### src/rtl/md_pkg.sv
// md_pkg: shared types, constants and arithmetic helpers for the multiply/divide unit.
package md_pkg;

    typedef enum logic [2:0] {
        ST_IDLE = 3'd0,
        ST_MUL  = 3'd1,
        ST_DIV  = 3'd2,
        ST_WLO  = 3'd3,
        ST_WHI  = 3'd4
    } md_state_t;

    localparam logic [5:0] REG_LO   = 6'd32;
    localparam logic [5:0] REG_HI   = 6'd33;
    localparam int         MUL_LAT  = 2;
    localparam int         DIV_ITER = 32;

    // Low 64 bits of the product; extending both operands to 64 bits makes one
    // unsigned multiplier serve both the signed and unsigned forms.
    function automatic logic [63:0] mul64(input logic [31:0] a, input logic [31:0] b,
                                          input logic sgn);
        logic [63:0] ea;
        logic [63:0] eb;
        ea = {{32{sgn & a[31]}}, a};
        eb = {{32{sgn & b[31]}}, b};
        return ea * eb;
    endfunction

    // Magnitude of a word; 32'h80000000 maps to itself, which is its correct unsigned magnitude.
    function automatic logic [31:0] mag32(input logic [31:0] v, input logic sgn);
        return (sgn && v[31]) ? (~v + 32'd1) : v;
    endfunction

endpackage

### src/rtl/md_div_core.sv
// md_div_core: iterative radix-2 restoring divider on unsigned magnitudes.
// start loads the operands, each step cycle retires one quotient bit, and
// quo_next/rem_next expose the value the registers take on that step.
module md_div_core
    import md_pkg::*;
(
    input  logic        clk,
    input  logic        resetn,
    input  logic        start,
    input  logic        step,
    input  logic [31:0] dividend,
    input  logic [31:0] divisor,
    output logic [31:0] quo_next,
    output logic [31:0] rem_next,
    output logic        done
);

    logic [31:0] rem_q;
    logic [31:0] quo_q;
    logic [31:0] dvs_q;
    logic [4:0]  cnt_q;

    logic [32:0] shifted;
    logic [32:0] diff;
    logic        ge;

    // One restoring step: shift in the next dividend bit, subtract if it fits.
    always_comb begin
        shifted  = {rem_q, quo_q[31]};
        diff     = shifted - {1'b0, dvs_q};
        ge       = (shifted >= {1'b0, dvs_q});
        rem_next = ge ? diff[31:0] : shifted[31:0];
        quo_next = {quo_q[30:0], ge};
    end

    assign done = step && (cnt_q == 5'd0);

    // Operand load on start, otherwise iterate while the controller steps us.
    always_ff @(posedge clk) begin
        if (!resetn) begin
            rem_q <= '0;
            quo_q <= '0;
            dvs_q <= '0;
            cnt_q <= '0;
        end else if (start) begin
            rem_q <= '0;
            quo_q <= dividend;
            dvs_q <= divisor;
            cnt_q <= 5'(DIV_ITER - 1);
        end else if (step) begin
            rem_q <= rem_next;
            quo_q <= quo_next;
            if (cnt_q != 5'd0) cnt_q <= cnt_q - 5'd1;
        end
    end

endmodule

### src/rtl/md_ctrl.sv
// md_ctrl: multiply/divide controller. Owns the operation FSM, the signed
// fix-up of divider results and the two-beat LO/HI write-port handshake.
// Optional: define MD_DIV_EARLY_OUT_EN to finish a divide in one cycle when
// |dividend| < |divisor|.
//
// state | meaning
// IDLE  | waiting for mult_en/div_en
// MUL   | product settling, MUL_LAT cycles
// DIV   | divider iterating, one quotient bit per cycle
// WLO   | requesting write of LO (reg 32) until granted
// WHI   | requesting write of HI (reg 33) until granted
module md_ctrl
    import md_pkg::*;
(
    input  logic        clk,
    input  logic        resetn,
    input  logic        mult_en,
    input  logic        div_en,
    input  logic        is_signed,
    input  logic [31:0] src1,
    input  logic [31:0] src2,
    output logic        md_busy,
    output logic        md_stall,
    output logic        md_wreq,
    input  logic        md_wgnt,
    output logic [5:0]  md_waddr,
    output logic [31:0] md_wdata
);

    md_state_t   state;
    logic        sgn_q;
    logic [31:0] a_q;
    logic [31:0] b_q;
    logic [31:0] hi_q;
    logic [1:0]  mcnt_q;

    logic        div_start;
    logic        div_step;
    logic        div_done;
    logic [31:0] quo_next;
    logic [31:0] rem_next;
    logic [63:0] product;
    logic        early_hit;
    logic        div_fin;
    logic [31:0] div_lo;
    logic [31:0] div_hi;

    assign md_busy   = (state != ST_IDLE);
    assign md_stall  = md_busy && (mult_en || div_en);
    assign div_start = (state == ST_IDLE) && div_en && !mult_en;
    assign div_step  = (state == ST_DIV);
    assign product   = mul64(a_q, b_q, sgn_q);

    md_div_core u_div (
        .clk      (clk),
        .resetn   (resetn),
        .start    (div_start),
        .step     (div_step),
        .dividend (mag32(src1, is_signed)),
        .divisor  (mag32(src2, is_signed)),
        .quo_next (quo_next),
        .rem_next (rem_next),
        .done     (div_done)
    );

`ifdef MD_DIV_EARLY_OUT_EN
    logic div_first_q;
    assign early_hit = div_first_q && (b_q != 32'd0) &&
                       (mag32(a_q, sgn_q) < mag32(b_q, sgn_q));
`else
    assign early_hit = 1'b0;
`endif

    // Final divide result: divide-by-zero and early-out bypass the sign fix-up.
    always_comb begin
        div_fin = div_done || early_hit;
        if (early_hit) begin
            div_lo = 32'd0;
            div_hi = a_q;
        end else if (b_q == 32'd0) begin
            div_lo = 32'hFFFF_FFFF;
            div_hi = a_q;
        end else begin
            div_lo = (sgn_q && (a_q[31] ^ b_q[31])) ? (~quo_next + 32'd1) : quo_next;
            div_hi = (sgn_q && a_q[31]) ? (~rem_next + 32'd1) : rem_next;
        end
    end

    // Operation FSM with registered write-port outputs.
    always_ff @(posedge clk) begin
        if (!resetn) begin
            state    <= ST_IDLE;
            sgn_q    <= 1'b0;
            a_q      <= '0;
            b_q      <= '0;
            hi_q     <= '0;
            mcnt_q   <= '0;
            md_wreq  <= 1'b0;
            md_waddr <= '0;
            md_wdata <= '0;
`ifdef MD_DIV_EARLY_OUT_EN
            div_first_q <= 1'b0;
`endif
        end else begin
            case (state)
                ST_IDLE: begin
                    if (mult_en || div_en) begin
                        a_q   <= src1;
                        b_q   <= src2;
                        sgn_q <= is_signed;
                        if (mult_en) begin
                            state  <= ST_MUL;
                            mcnt_q <= 2'(MUL_LAT - 1);
                        end else begin
                            state <= ST_DIV;
`ifdef MD_DIV_EARLY_OUT_EN
                            div_first_q <= 1'b1;
`endif
                        end
                    end
                end
                ST_MUL: begin
                    if (mcnt_q == 2'd0) begin
                        hi_q     <= product[63:32];
                        md_wreq  <= 1'b1;
                        md_waddr <= REG_LO;
                        md_wdata <= product[31:0];
                        state    <= ST_WLO;
                    end else begin
                        mcnt_q <= mcnt_q - 2'd1;
                    end
                end
                ST_DIV: begin
`ifdef MD_DIV_EARLY_OUT_EN
                    div_first_q <= 1'b0;
`endif
                    if (div_fin) begin
                        hi_q     <= div_hi;
                        md_wreq  <= 1'b1;
                        md_waddr <= REG_LO;
                        md_wdata <= div_lo;
                        state    <= ST_WLO;
                    end
                end
                ST_WLO: begin
                    if (md_wgnt) begin
                        md_waddr <= REG_HI;
                        md_wdata <= hi_q;
                        state    <= ST_WHI;
                    end
                end
                ST_WHI: begin
                    if (md_wgnt) begin
                        md_wreq <= 1'b0;
                        state   <= ST_IDLE;
                    end
                end
                default: begin
                    md_wreq <= 1'b0;
                    state   <= ST_IDLE;
                end
            endcase
        end
    end

endmodule

### config.mk
export PLATFORM = sky130hd
export DESIGN_NAME = md_ctrl
export DESIGN_NICKNAME = d
export VERILOG_FILES = /design/src/rtl/md_pkg.sv /design/src/rtl/md_div_core.sv /design/src/rtl/md_ctrl.sv
export SDC_FILE = /design/constraint.sdc
export NUM_CORES = 2
export LEC_CHECK = 0
export BUFFER_PORTS_ARGS = -buffer_cell sky130_fd_sc_hd__buf_4
export CAP_MARGIN = 25
export CORE_ASPECT_RATIO = 0.7
export CORE_MARGIN = 5
export CORE_UTILIZATION = 30
export DETAILED_ROUTE_END_ITERATION = 8
export HOLD_SLACK_MARGIN = 0.15
export PLACE_DENSITY = 0.41
export SYNTH_ARGS = -nofsm -noshare
export SYNTH_HDL_FRONTEND = slang
export SYNTH_SLANG_ARGS = --single-unit
### constraint.sdc
create_clock -name clk -period 13.4 [get_ports clk]
set_input_delay 2.68 -clock clk [delete_from_list [all_inputs] [get_ports clk]]
set_output_delay 2.68 -clock clk [all_outputs]
set_load 0.01 [all_outputs]
==> flow_summary_export.csv <==
group,metric,value,unit
outcome,status,"complete, no violations",
logic_synthesis,synth.area.top_cells,"fa_1 (43%), dfxtp_1 (9.0%), inv_1 (8.3%)",
routing,routed_wl,212000,um
power_and_ir_drop,vdd_drop_max,0.207,mV
routing,routedWlPerCell,25.2,um
logic_synthesis,synth_top_area_share,42.6,%
clocking,cts_setup_buffers,0,
grt,grt_pass1_vias,44007,
logic_synthesis,post_synth_instance_area,52900,sq um
clocking,clkSlewWorstSetupHoldPaths,0.07,ns
critical_path,crit_type,"reg2reg",
logic_synthesis,synthTopCellsByCount,"inv_1 (1174), fa_1 (1126), nand2_1 (1045)",
placement,dp.cells,8386,
finish,drive_above_1_share,5.25,%
finish,area_delta_synth_final,7.70,%
logic_synthesis,synth-seq-cells,238,
routing,dr.pass1.iters,5,
timing,fin_tns_setup,0,ns
critical_path,cp.arrival,10.13,ns
timing,fin_crit,9.61,ns
placement,dp_hpwl,164000,um
logic_synthesis,syn_inst,6225,
logic_synthesis,synth_flop_cell,"dfxtp_1",
grt,grt_pass1_wl,315000,um
placement,placed_cell_area,56000,sq um
logic_synthesis,syn_area_per_cell,8.50,sq um
clocking,cts_tree,"yes",
routing,drt_iter0_markers,3994,
routing,vias,42821,
timing,rsz0062_at_grt,"no",
critical_path,r2r_setup_slack,3.79,ns
clocking,clockBufferDepth,3,
timing,worst_pin_slew,0.981,ns
die,num_rows,129,
die,core_area,176000,sq um
finish,finalNetCount,7507,
placement,place_congestion,0.924,
critical_path,crit_top_cell,"fa_1",
clocking,clock_latency,0.65,ns
timing,maxSlewHeadroom,34.0,%
power_and_ir_drop,p_leak,0.0267,uW
grt,grt_max_degree,69,
routing,route.detailed.drc,0,
die,die_y,361,um
die,die_area,185000,sq um
clocking,htree_num_levels,1,
min_path,min_path_type,"reg2reg",
grt,grt_use_total,22.8,%
finish,layoutNonFillerInstCount,8444,
critical_path,critPathRequiredTime,13.92,ns
routing,ant_nets,0,
die,start_util,30.1,%
power_and_ir_drop,p_total,12500,uW
logic_synthesis,synth_most_common_cell,"inv_1",
critical_path,critPathLaunchType,"register",
clocking,clkSinkCount,238,
timing,hold_viol,0,
logic_synthesis,async_reset_ff_share,0,%
logic_synthesis,synth_seq_area_share,9.00,%
flow_run,cap_violations,0,
routing,viasPerCell,5.07,
timing,min_period_over_period,71.7,%
placement,portBuffers,106,
timing,finalSetupViolCount,0,
logic_synthesis,synth_cell_type_count,87,
finish,num-fill-cells,18660,
logic_synthesis,synth_edf_count,0,
logic_synthesis,synth_top_area_cell,"fa_1",
power_and_ir_drop,p_per_area,219,nW/um^2
timing,maxSlewViolCount,0,
critical_path,cp-end-kind,"register",
die,io_pins,111,
critical_path,cp_slowest_cell,"fa_1",
finish,fin_area,57000,sq um
die,die_w,512,um
grt,antenna_found_initial,13,
timing,timing.fmax,0.104,GHz
logic_synthesis,synth_warnings,0,
critical_path,critPathMaxStageDelay,0.88,ns
clocking,root_buffer,"clkbuf_16",
critical_path,crit_fanout,26,
timing,fin_worst_skew,0.0428,ns
clocking,hold_buffers,0,
clocking,cts_buffers,29,
grt,grt_overflow,0,
clocking,post_cts_resized,0,
-- placed cells by master (no fill, tap or decap), types with 30 or more instances in the layout --
cell type,n
nor3_1,51
and3_1,44
o211a_1,51
nor2_1,227
a21oi_1,281
buf_4,216
dfxtp_1,234
xnor2_1,111
o21ai_0,136
clkbuf_16,30
and2_1,384
ha_1,252
a211oi_1,43
xor2_1,83
fa_1,1126
nand3_1,69
o221ai_1,37
nand2_1,1044
a21o_1,33
a31oi_1,32
inv_1,1173
-- layer usage --
metal	vias up	GRT usage, %	wire length [um]
li1	18760	-	-
met4	0	2.47	2650
met2	1560	31.6	84100
met3	119	6.00	19800
met5	-	0	0
met1	22382	36.1	106000
-- path summary, 6_finish.rpt --
check | start | to | depth (start not counted)
worst max-delay path | sgn_q$_SDFFE_PN0P_ | hi_q[28]$_SDFFE_PN0P_ | 30
worst min-delay path | b_q[2]$_SDFFE_PN0P_ | b_q[2]$_SDFFE_PN0P_ | 2
worst max register to register | sgn_q$_SDFFE_PN0P_ | hi_q[28]$_SDFFE_PN0P_ | 30
worst min register to register | b_q[2]$_SDFFE_PN0P_ | b_q[2]$_SDFFE_PN0P_ | 2
-- worst max-delay path: cells and delay by family, from the launching register on --
kind / cells / cell delay [ns]
adders and majority gates: 9 / 4.86
buffers and inverters: 9 / 1.92
AOI/OAI and AO/OA: 5 / 1.07
and+or+nand+nor: 6 / 0.86
xor gates and xnor gates: 1 / 0.43
DFF: 1 / 0.31
-- final cells by class --
type                    instances  area, sq um  share of cell area (%)
diodes                          7         17.5                  0.0307
clock buffers                  41          882                    1.55
clock inverters                10          149                   0.261
inverters                    1175         4410                    7.74
multi-input cells            4399        42200                    74.0
flip-flops and latches        238         4770                    8.38
well taps                    2358         2950                    5.18
repair buffers                216         1620                    2.84
-- through the flow --
step	hold slack [ns]	utilization, %	setup WS, ns
2_1_floorplan	0.437	-	5.02
3_3_place_gp	0.447	31.8	3.98
3_5_place_dp	0.449	31.8	4.01
4_1_cts	0.459	32.4	3.94
5_1_grt	0.471	32.4	3.28
6_report	0.457	32.4	3.79
-- flip-flops by register name, summed over array words and instances, names as in the netlist --
name,flops
a_q,32
b_q,32
hi_q,32
md_wdata,32
u_div.dvs_q,32
u_div.quo_q,32
u_div.rem_q,32
u_div.cnt_q,5
state,3
mcnt_q,2
md_waddr,2
md_wreq,1
sgn_q,1
-- report_power, final --
part | switching (uW) | leakage, uW | internal [uW]
clock network | 397 | 0.000506 | 516
registers | 319 | 0.00195 | 933
logic | 6950 | 0.0242 | 3360
-- cells by family (layout without fill, tap and decap cells) --
family / count (synthesis) / count (layout) / synth area share, %
simple gates: 1989 / 1989 / 17.3
flops: 238 / 238 / 9.00
fa+ha+maj: 1378 / 1378 / 48.5
mux: 20 / 20 / 0.388
buf+inv: 1591 / 1442 / 11.4
compound gates: 814 / 814 / 10.1
xor+xnor: 194 / 194 / 3.21
other cells: 1 / 11 / 0.00709
Note: power is estimated with default switching activity, not from simulation.
